**config.mk**
```make
export PLATFORM = sky130hd
export DESIGN_NAME = cnn_result_streamer
export DESIGN_NICKNAME = d
export VERILOG_FILES = /design/src/rtl/cnn_result_streamer_pkg.sv /design/src/rtl/cnn_result_streamer_result_fifo2.sv /design/src/rtl/cnn_result_streamer.sv
export SDC_FILE = /design/constraint.sdc
export NUM_CORES = 1
export LEC_CHECK = 0
export CAP_MARGIN = 10
export CORE_MARGIN = 5
export CORE_UTILIZATION = 45
export CTS_BUF_LIST = sky130_fd_sc_hd__clkbuf_4 sky130_fd_sc_hd__clkbuf_8 sky130_fd_sc_hd__clkbuf_16
export CTS_CLUSTER_DIAMETER = 100
export CTS_CLUSTER_SIZE = 30
export DETAILED_ROUTE_END_ITERATION = 7
export GPL_TIMING_DRIVEN = 0
export PLACE_DENSITY_LB_ADDON = 0.05
export SLEW_MARGIN = 20
export SYNTH_ARGS = -nofsm -noshare
export SYNTH_HDL_FRONTEND = slang
export SYNTH_SLANG_ARGS = --single-unit
```
**constraint.sdc**
```tcl
create_clock -name clk -period 6.1 [get_ports clk]
set_clock_uncertainty 0.2 [all_clocks]
set_input_delay 1.22 -clock clk [delete_from_list [all_inputs] [get_ports clk]]
set_output_delay 1.22 -clock clk [all_outputs]
set_load 0.005 [all_outputs]
```
**src/rtl/cnn_result_streamer_pkg.sv**
```systemverilog
// Shared definitions for the convolution result path: feature-map geometry,
// result word format, the stream beat carried between layers, and FSM states.
package cnn_result_streamer_pkg;

  localparam int unsigned IMG_W         = 8;
  localparam int unsigned IMG_H         = 8;
  // A 3x3 valid convolution trims one pixel from every edge.
  localparam int unsigned FMAP_W        = IMG_W - 2;
  localparam int unsigned FMAP_H        = IMG_H - 2;
  localparam int unsigned RESULT_W      = 32;
  localparam int unsigned RESULT_ADDR_W = 6;

  // One word on a result stream; last marks the final word of a frame.
  typedef struct packed {
    logic [RESULT_W-1:0] data;
    logic                last;
  } stream_beat_t;

  typedef enum logic [1:0] {
    StIdle,
    StRun,
    StDrain,
    StFin
  } streamer_state_e;

  // Raster-order address of (row, col) in a map that is width words wide.
  function automatic int unsigned raster_addr(input int unsigned row,
                                              input int unsigned col,
                                              input int unsigned width);
    return row * width + col;
  endfunction

endpackage

```
**src/rtl/cnn_result_streamer_result_fifo2.sv**
```systemverilog
// Two-entry synchronous FIFO of stream beats with occupancy output.
// A push and a pop in the same cycle are accepted even when full.
module cnn_result_streamer_result_fifo2
  import cnn_result_streamer_pkg::*;
(
  input  logic         clk,
  input  logic         rst,
  input  logic         push_i,
  input  stream_beat_t push_beat_i,
  input  logic         pop_i,
  output stream_beat_t head_beat_o,
  output logic [1:0]   count_o
);

  stream_beat_t mem_q [2];
  logic         wr_ptr_q, rd_ptr_q;
  logic [1:0]   count_q;
  logic         do_push, do_pop;

  assign do_pop      = pop_i && (count_q != 2'd0);
  assign do_push     = push_i && ((count_q != 2'd2) || do_pop);
  assign head_beat_o = mem_q[rd_ptr_q];
  assign count_o     = count_q;

  // Storage, pointers and occupancy; storage is cleared so the head reads zero after reset.
  always_ff @(posedge clk or posedge rst) begin
    if (rst) begin
      mem_q[0] <= '0;
      mem_q[1] <= '0;
      wr_ptr_q <= 1'b0;
      rd_ptr_q <= 1'b0;
      count_q  <= 2'd0;
    end else begin
      if (do_push) begin
        mem_q[wr_ptr_q] <= push_beat_i;
        wr_ptr_q        <= ~wr_ptr_q;
      end
      if (do_pop) begin
        rd_ptr_q <= ~rd_ptr_q;
      end
      count_q <= count_q + {1'b0, do_push} - {1'b0, do_pop};
    end
  end

endmodule

```
**src/rtl/cnn_result_streamer.sv**
```systemverilog
// Walks the result RAM in raster order after the engine finishes and streams each word out
// on a valid/ready interface with a last flag.
// Optional build macro CNN_RESULT_POOL_EN: 2x2 stride-2 max-pool ahead of the stream.
module cnn_result_streamer
  import cnn_result_streamer_pkg::*;
#(
  parameter int unsigned OUT_W  = FMAP_W,
  parameter int unsigned OUT_H  = FMAP_H,
  parameter int unsigned DATA_W = RESULT_W,
  parameter int unsigned ADDR_W = RESULT_ADDR_W
) (
  input  logic              clk,
  input  logic              rst,
  input  logic              start_i,
  output logic              rd_en_o,
  output logic [ADDR_W-1:0] rd_addr_o,
  input  logic [DATA_W-1:0] rd_data_i,
  output logic              m_valid_o,
  input  logic              m_ready_i,
  output logic [DATA_W-1:0] m_data_o,
  output logic              m_last_o,
  output logic              busy_o,
  output logic              done_o
);

`ifdef CNN_RESULT_POOL_EN
  localparam int unsigned Step = 2;
`else
  localparam int unsigned Step = 1;
`endif
  // Origin of the last window (or last word) in each dimension.
  localparam logic [ADDR_W-1:0] LastCol = ADDR_W'(OUT_W - Step);
  localparam logic [ADDR_W-1:0] LastRow = ADDR_W'(OUT_H - Step);

  streamer_state_e   state_q, state_d;
  logic [ADDR_W-1:0] row_q, row_d, col_q, col_d;
  logic [ADDR_W-1:0] rd_row, rd_col;
  logic              inflight_q, inflight_last_q;
  logic              issue_last, credit_ok, win_end;
  logic              push, pop;
  logic [1:0]        fifo_count;
  logic [2:0]        credit_sum;
  stream_beat_t      push_beat, head_beat;

  assign m_valid_o = (fifo_count != 2'd0);
  assign pop       = m_valid_o && m_ready_i;
  assign m_data_o  = DATA_W'(head_beat.data);
  assign m_last_o  = m_valid_o && head_beat.last;
  assign rd_addr_o = ADDR_W'(raster_addr(32'(rd_row), 32'(rd_col), OUT_W));

`ifdef CNN_RESULT_POOL_EN
  if ((OUT_W % 2) != 0 || (OUT_H % 2) != 0) begin : gen_odd_fmap
    $error("cnn_result_streamer: OUT_W and OUT_H must be even when pooling");
  end

  logic [1:0]               sub_q, ret_sub_q, open_q;
  logic signed [DATA_W-1:0] max_q, win_max;

  // sub walks (r,c), (r,c+1), (r+1,c), (r+1,c+1) inside the current window.
  assign rd_row  = row_q + ADDR_W'(sub_q[1]);
  assign rd_col  = col_q + ADDR_W'(sub_q[0]);
  assign win_end = (sub_q == 2'd3);
  // A window reserves its FIFO slot when its first read issues; open_q counts reservations.
  assign credit_sum = 3'(fifo_count) + 3'(open_q) - 3'(pop);
  assign credit_ok  = (sub_q != 2'd0) || (credit_sum < 3'd2);
  assign push       = inflight_q && (ret_sub_q == 2'd3);

  // Running signed maximum, restarted by the first word of each window.
  always_comb begin
    win_max = $signed(rd_data_i);
    if ((ret_sub_q != 2'd0) && (max_q > $signed(rd_data_i))) begin
      win_max = max_q;
    end
    push_beat.data = RESULT_W'(win_max);
    push_beat.last = inflight_last_q;
  end

  // Window position of issued and returning reads, slot reservations, running max.
  always_ff @(posedge clk or posedge rst) begin
    if (rst) begin
      sub_q     <= 2'd0;
      ret_sub_q <= 2'd0;
      open_q    <= 2'd0;
      max_q     <= '0;
    end else begin
      if (rd_en_o) begin
        sub_q <= sub_q + 2'd1;
      end
      if (inflight_q) begin
        ret_sub_q <= ret_sub_q + 2'd1;
        max_q     <= win_max;
      end
      open_q <= open_q + {1'b0, rd_en_o && (sub_q == 2'd0)} - {1'b0, push};
    end
  end
`else
  assign rd_row     = row_q;
  assign rd_col     = col_q;
  assign win_end    = 1'b1;
  // A read issues only if its word is guaranteed a FIFO slot when it returns.
  assign credit_sum = 3'(fifo_count) + 3'(inflight_q) - 3'(pop);
  assign credit_ok  = (credit_sum < 3'd2);
  assign push       = inflight_q;

  // Returning RAM word goes straight into the FIFO untouched.
  always_comb begin
    push_beat.data = RESULT_W'(rd_data_i);
    push_beat.last = inflight_last_q;
  end
`endif

  // Frame sequencing, read issue and raster pointer advance.
  always_comb begin
    state_d    = state_q;
    row_d      = row_q;
    col_d      = col_q;
    rd_en_o    = 1'b0;
    issue_last = 1'b0;
    busy_o     = 1'b0;
    done_o     = 1'b0;
    unique case (state_q)
      StIdle: begin
        if (start_i) begin
          state_d = StRun;
          row_d   = '0;
          col_d   = '0;
        end
      end
      StRun: begin
        busy_o = 1'b1;
        if (credit_ok) begin
          rd_en_o = 1'b1;
          if (win_end) begin
            if (col_q == LastCol) begin
              col_d = '0;
              if (row_q == LastRow) begin
                row_d      = '0;
                issue_last = 1'b1;
                state_d    = StDrain;
              end else begin
                row_d = row_q + ADDR_W'(Step);
              end
            end else begin
              col_d = col_q + ADDR_W'(Step);
            end
          end
        end
      end
      StDrain: begin
        busy_o = 1'b1;
        if (pop && m_last_o) begin
          state_d = StFin;
        end
      end
      StFin: begin
        done_o  = 1'b1;
        state_d = StIdle;
      end
      default: state_d = StIdle;
    endcase
  end

  // State, raster pointer and the one-deep record of the read now returning.
  always_ff @(posedge clk or posedge rst) begin
    if (rst) begin
      state_q         <= StIdle;
      row_q           <= '0;
      col_q           <= '0;
      inflight_q      <= 1'b0;
      inflight_last_q <= 1'b0;
    end else begin
      state_q         <= state_d;
      row_q           <= row_d;
      col_q           <= col_d;
      inflight_q      <= rd_en_o;
      inflight_last_q <= issue_last;
    end
  end

  cnn_result_streamer_result_fifo2 u_result_fifo2 (
    .clk        (clk),
    .rst        (rst),
    .push_i     (push),
    .push_beat_i(push_beat),
    .pop_i      (pop),
    .head_beat_o(head_beat),
    .count_o    (fifo_count)
  );

endmodule
```
==> results of run 1 <==
==> metal layers <==
layer,vias to the layer above,track usage,part of all wire
li1,1334,-,-
met3,10,0.0397,0.048
met4,0,0.0433,0.012
met5,-,0,0
met2,57,0.246,0.45
met1,1370,0.220,0.49
==> flip-flops by register name (all words and copies together) (netlist names) <==
register                 cells
u_result_fifo2.mem_q        66
col_q                        6
rd_row                       6
state_q                      2
u_result_fifo2.count_o       2
inflight_last_q              1
inflight_q                   1
u_result_fifo2.rd_ptr_q      1
u_result_fifo2.wr_ptr_q      1
==> layout make-up <==
type / instances / area [um^2]
Fill cell: 833 / 4080
Multi-Input combinational cell: 209 / 2110
Tap cell: 133 / 166
Buffer: 15 / 103
Sequential cell: 86 / 2150
Timing Repair Buffer: 79 / 808
Inverter: 16 / 62.6
Clock inverter: 6 / 71.3
Clock buffer: 10 / 138
==> power groups by stage <==
stage / Combinational [mW] / Clock [mW] / Sequential [mW]
global route: 1.75 / 0.454 / 1.03
finish: 1.59 / 0.416 / 0.992
floorplan: 0.977 / 0 / 0.953
detailed placement: 1.62 / 0 / 1.00
CTS: 1.63 / 0.431 / 0.994
global placement: 1.59 / 0 / 0.993
==> cell families (layout without fill, tap and decap cells) <==
kind of cell	after synthesis	in the layout	share of synthesized area
compound gates	36	36	0.0538
xor+xnor	10	10	0.0198
flops	86	86	0.487
simple gates	39	39	0.0509
mux	102	102	0.285
buf+inv	31	126	0.0368
fa+ha+maj	22	22	0.0673
==> Yosys cell counts, drive strengths merged, types with 2 or more instances <==
| master | n | area [um^2] |
|---|---|---|
| or3 | 3 | 18.8 |
| o211ai | 4 | 30.0 |
| nand2 | 10 | 37.5 |
| nor2 | 5 | 18.8 |
| fa | 3 | 60.1 |
| o21ai | 9 | 45.0 |
| nor2b | 5 | 31.3 |
| o21a | 2 | 15.0 |
| mux2 | 100 | 1240 |
| mux2i | 2 | 20.0 |
| nand2b | 2 | 12.5 |
| xor2 | 6 | 52.6 |
| buf | 10 | 83.8 |
| a21o | 2 | 15.0 |
| clkbuf | 5 | 18.8 |
| ha | 19 | 238 |
| o31a | 2 | 17.5 |
| xnor2 | 4 | 35.0 |
| a22o | 3 | 26.3 |
| inv | 16 | 60.1 |
| nand4bb | 2 | 22.5 |
| nand3 | 6 | 30.0 |
| a21oi | 8 | 40.0 |
| o2111ai | 2 | 17.5 |
| dfrtp | 86 | 2150 |
==> per-stage QoR <==
step | instances | setup slack, ns
after floorplan | 326 | 2.06
after global placement | 537 | 0.880
final | 554 | 0.919
after CTS | 554 | 0.873
after global routing | 554 | 0.740
after detailed placement | 538 | 0.850
==> worst max path at each step <==
stage | start | endpoint | depth (start not counted)
5_1_grt | m_ready_i | rd_en_o | 10
3_3_place_gp | m_ready_i | rd_en_o | 10
6_report | m_ready_i | rd_en_o | 10
3_5_place_dp | m_ready_i | rd_en_o | 10
4_1_cts | m_ready_i | rd_en_o | 10
2_1_floorplan | m_ready_i | rd_en_o | 8
==> results.json, run 1 <==
{
  "grt_first_pass_wirelength_um": 14800,
  "critical_path_class": "input pin to output port",
  "yosysWarnings": 0,
  "ant_nets": 0,
  "vias": 2771,
  "rows": 36,
  "cts.clk_slew.worst_paths_ns": 0.08,
  "final_util": 0.579,
  "layout.nets": 474,
  "switching_share": 0.313,
  "period_share": 0.849,
  "detail_route.wirelength_um": 8740,
  "cp-end-kind": "output port",
  "syn2layout_area_growth_pct": 26.8,
  "hold_class": "flop to flop",
  "core-area_mm2": 0.00968,
  "comb_power_share": 0.531,
  "cp-start-kind": "input pin",
  "drv_cap": 0,
  "maxSlewViolCount": 0,
  "pin_count": 79,
  "routedWlPerCell_um": 15.8,
  "setup_viol": 0,
  "synth-seq-cells": 86,
  "critPathBufInv": 4,
  "synthFlopType": "dfrtp_1",
  "drc_errors": 0,
  "p_leak_nw": 2.47,
  "arrival_ns": 3.76,
  "rsz0062_at_grt": "false",
  "ctsResizeCount": 0,
  "cp_top_family": "buffers and inverters",
  "whs_path_depth": 1,
  "synth_cells": 326,
  "syn_avg_cell_area_um2": 13.6,
  "r2r_end": "rd_row[2]$_DFFE_PP0P_",
  "cp_slowest_stage_delay_ns": 0.55,
  "start_util": 0.457,
  "dp_hpwl_um": 6210,
  "cts_tree": "built",
  "die-area_mm2": 0.0119,
  "synthesis.nets": 384,
  "p_switching_uw": 940,
  "tightestPinTransition_ns": 0.650,
  "htree_levels": 3,
  "num_antenna_cells": 0,
  "ys_seq_area_frac": 0.487,
  "track_usage": 0.158,
  "powerDensity_mw_per_mm2": 535,
  "synth-async-reset-ratio": 1.00,
  "crit_chain": "clkdlybuf4s50_1, o21ai_0, inv_1, ha_1, inv_1, nand2_1, fa_1, nand2_1, nor2_1, clkdlybuf4s50_1",
  "p_total_mw": 3.00,
  "postCtsSetupBuffers": 0,
  "grt_pass1_vias": 2990,
  "fp.dieH_um": 109,
  "gp_congestion": 0.746,
  "holdWs_ns": 0.304,
  "root_buffer": "clkbuf_8",
  "drt_iter0_markers": 76,
  "clock_sinks": 86,
  "drive_gt1_frac": 0.309,
  "timing.setup.tns_ns": 0,
  "worstHoldStart": "u_result_fifo2.mem_q[23]$_DFFE_PP0P_",
  "seq_power_share": 0.331,
  "die_w_um": 109,
  "cts_buffers": 9,
  "ctsHoldBuffers": 0,
  "internal_power_mw": 2.06,
  "synthDistinctLibCells": 40,
  "antenna_found_initial": 0,
  "drt-pass1-iter-count": 4,
  "cp_max_fo": 3,
  "p_clk_frac": 0.139,
  "relSlewSlack": 0.567,
  "min_period_ns": 5.18,
  "hold_violations": 0,
  "status": "complete, no violations",
  "layout_common_cells": "dfrtp_1 (86), clkdlybuf4s50_1 (78), mux2_2 (70), mux2_4 (30), ha_1 (19)",
  "critPathSlowestCell": "clkdlybuf4s50_1",
  "synth_edf_count": 0,
  "vias_per_cell": 5.00,
  "worstSkewPairLatency_ns": 0.35,
  "netlist_area_mm2": 0.00442,
  "reg2reg_from": "u_result_fifo2.count_o[1]$_DFF_PP0_",
  "layout_commonest_cell": "dfrtp_1",
  "r2r_setup_slack_ns": 2.90,
  "vdd_drop_max_uv": 236,
  "cts_buffer_depth": 2,
  "worstPathRequired_ns": 4.68,
  "dpl_cell_area_mm2": 0.00540,
  "io_buffer_count": 78,
  "final_area_mm2": 0.00561,
  "gr-total-overflow": 0,
  "fmax_mhz": 193,
  "hold_end": "u_result_fifo2.mem_q[23]$_DFFE_PP0P_",
  "grt_start_max_net_pins": 55,
  "r2r_cells": 10
}
Note: power is estimated with default switching activity, not from simulation.
==> inputs of run 2 (changes only) <==
==> constraint.sdc (replaced) <==
create_clock -name clk -period 4.53 [get_ports clk]
set_clock_uncertainty 0.2 [all_clocks]
set_input_delay 0.906 -clock clk [delete_from_list [all_inputs] [get_ports clk]]
set_output_delay 0.906 -clock clk [all_outputs]
set_load 0.005 [all_outputs]
==> run 2 against run 1 <==
Effect of this change: critical path depth did not move; global-route usage barely moved; sequential share of layout area fell by 0.094 points; sequential cell count did not move; cell area rose by 0.25%; first-iteration DRC count rose by 9.2%; worst setup slack got worse by 0.79 ns; core utilization rose by 0.14 points; wire length rose by 0.13%; sequential power rose by 35%; critical path type unchanged; highest routed layer unchanged.
==> results.json, run 2 (same netlist as run 1, synthesis figures left out) <==
{
  "rsz0062_at_grt": "false",
  "p_leak_nw": 2.47,
  "p_switching_mw": 1.28,
  "io_buffer_count": 78,
  "grt_pass1_vias": 2993,
  "start_util": 0.457,
  "gr-total-overflow": 0,
  "drt-pass1-iter-count": 4,
  "critical_path_class": "input pin to output port",
  "period_share": 0.972,
  "cts_tree": "built",
  "preCtsSetupSlack_ns": -0.0921,
  "pin_count": 79,
  "p_clk_frac": 0.138,
  "clock_sinks": 86,
  "comb_power_share": 0.532,
  "internal_power_mw": 2.78,
  "cts_buffers": 9,
  "routedWlPerCell_um": 15.8,
  "cp-end-kind": "output port",
  "vias": 2761,
  "core-area_mm2": 0.00968,
  "cts_buffer_depth": 2,
  "tightestPinTransition_ns": 0.647,
  "status": "complete, no violations",
  "switching_share": 0.315,
  "fillers": 834,
  "multi_input_area_mm2": 0.00212,
  "vias_per_cell": 4.98,
  "antenna_found_initial": 0,
  "die_w_um": 109,
  "cp_slowest_stage_delay_ns": 0.53,
  "htree_levels": 3,
  "maxSlewViolCount": 0,
  "crit_chain": "clkdlybuf4s50_1, o21ai_2, inv_1, ha_1, inv_1, nand2_1, fa_1, xor2_2, nor2_2, clkdlybuf4s50_1",
  "worstSkewPairLatency_ns": 0.35,
  "cp_max_fo": 4,
  "rows": 36,
  "grt_start_max_net_pins": 55,
  "drive_gt1_frac": 0.316,
  "num_antenna_cells": 0,
  "drt_iter0_markers": 83,
  "vdd_drop_max_uv": 318,
  "grt_first_pass_wirelength_um": 14800,
  "final_util": 0.580,
  "largest_reg_flops": 66,
  "fp.dieH_um": 109,
  "drv_cap": 0,
  "hold_class": "flop to flop",
  "cts.clk_slew.worst_paths_ns": 0.08,
  "detail_route.wirelength_um": 8750,
  "dp_hpwl_um": 6210,
  "track_usage": 0.159,
  "powerDensity_mw_per_mm2": 722,
  "seq_power_share": 0.330,
  "layout_common_cells": "dfrtp_1 (86), clkdlybuf4s50_1 (78), mux2_2 (70), mux2_4 (30), ha_1 (19)",
  "ff_latch_area_mm2": 0.00215,
  "die-area_mm2": 0.0119,
  "cp-start-kind": "input pin",
  "root_buffer": "clkbuf_8",
  "layout_commonest_cell": "dfrtp_1",
  "relSlewSlack": 0.569,
  "layout.nets": 474,
  "setup_viol": 0,
  "largest-register": "u_result_fifo2.mem_q",
  "syn2layout_area_growth_pct": 27.1,
  "fmax_mhz": 227,
  "worstPathRequired_ns": 3.42,
  "min_period_ns": 4.40,
  "gp_congestion": 0.746,
  "critPathSlowestCell": "clkdlybuf4s50_1",
  "timing.final.ws_setup_ns": 0.127,
  "hold_violations": 0,
  "ant_nets": 0,
  "postCtsSetupBuffers": 0,
  "drc_errors": 0,
  "arrival_ns": 3.30
}
[run 2: cell counts in the layout (fill, tap and decap cells not counted)]
Identical to the previous run, type by type.
[run 2: critical path, delay by kind of cell]
| family | cells | cell delay (ns) |
|---|---|---|
| buffers and inverters | 4 | 1.12 |
| AO/OA/AOI/OAI | 1 | 0.12 |
| adder cells (fa/ha/maj) | 2 | 0.67 |
| XOR/XNOR | 1 | 0.20 |
| AND/OR/NAND/NOR | 2 | 0.27 |
[run 2: final cells by class]
cell class | count | share of cell area
plain buffers | 15 | 0.0183
clock buffers | 10 | 0.0245
clock inverters | 6 | 0.0127
inverters | 16 | 0.0111
multi-input cells | 209 | 0.377
flip-flops and latches | 86 | 0.383
well taps | 133 | 0.0296
repair buffers | 79 | 0.144
[run 2: worst paths after layout]
check	endpoint	start	slack (ns)	cells past startpoint
setup / recovery	rd_en_o	m_ready_i	0.13	10
hold / removal	u_result_fifo2.mem_q[23]$_DFFE_PP0P_	u_result_fifo2.mem_q[23]$_DFFE_PP0P_	0.30	1
setup reg to reg	rd_row[2]$_DFFE_PP0P_	u_result_fifo2.count_o[1]$_DFF_PP0_	1.49	10
hold reg to reg	u_result_fifo2.mem_q[23]$_DFFE_PP0P_	u_result_fifo2.mem_q[23]$_DFFE_PP0P_	0.30	1
max in group asynchronous	u_result_fifo2.mem_q[2]$_DFFE_PP0P_	rst	2.81	3
min in group asynchronous	u_result_fifo2.mem_q[55]$_DFFE_PP0P_	rst	0.71	2
[run 2: per-stage QoR]
stage,power [mW],instances,area [um^2],TNS [ns],hold slack [ns]
after floorplan,2.60,326,4420,0,0.263
after global routing,4.37,554,5620,0,0.317
after global placement,3.48,537,5370,-17.56,0.277
after CTS,4.12,554,5620,0,0.307
final,4.06,554,5620,0,0.304
after detailed placement,3.53,538,5400,-0.0921,0.287
[run 2: repair_timing]
item | CTS | global route
setup endpoints to repair | 1 | 1
hold buffers | 0 | 0
resized for setup | 3 | 1
[run 2: metal layers]
metal  wire [um]  up-vias  global-route usage
met5           0        -                   0
met4         107        0              0.0433
met3         420       10              0.0397
met2        3950       57               0.247
met1        4270     1363               0.220
li1            -     1331                   -
[run 2: power by group through the flow]
stage               Clock [mW]  Sequential [mW]  Combinational (mW)
floorplan                    0             1.28                1.32
global placement             0             1.34                2.14
detailed placement           0             1.35                2.18
CTS                      0.580             1.34                2.20
global route             0.611             1.39                2.37
finish                   0.560             1.34                2.16
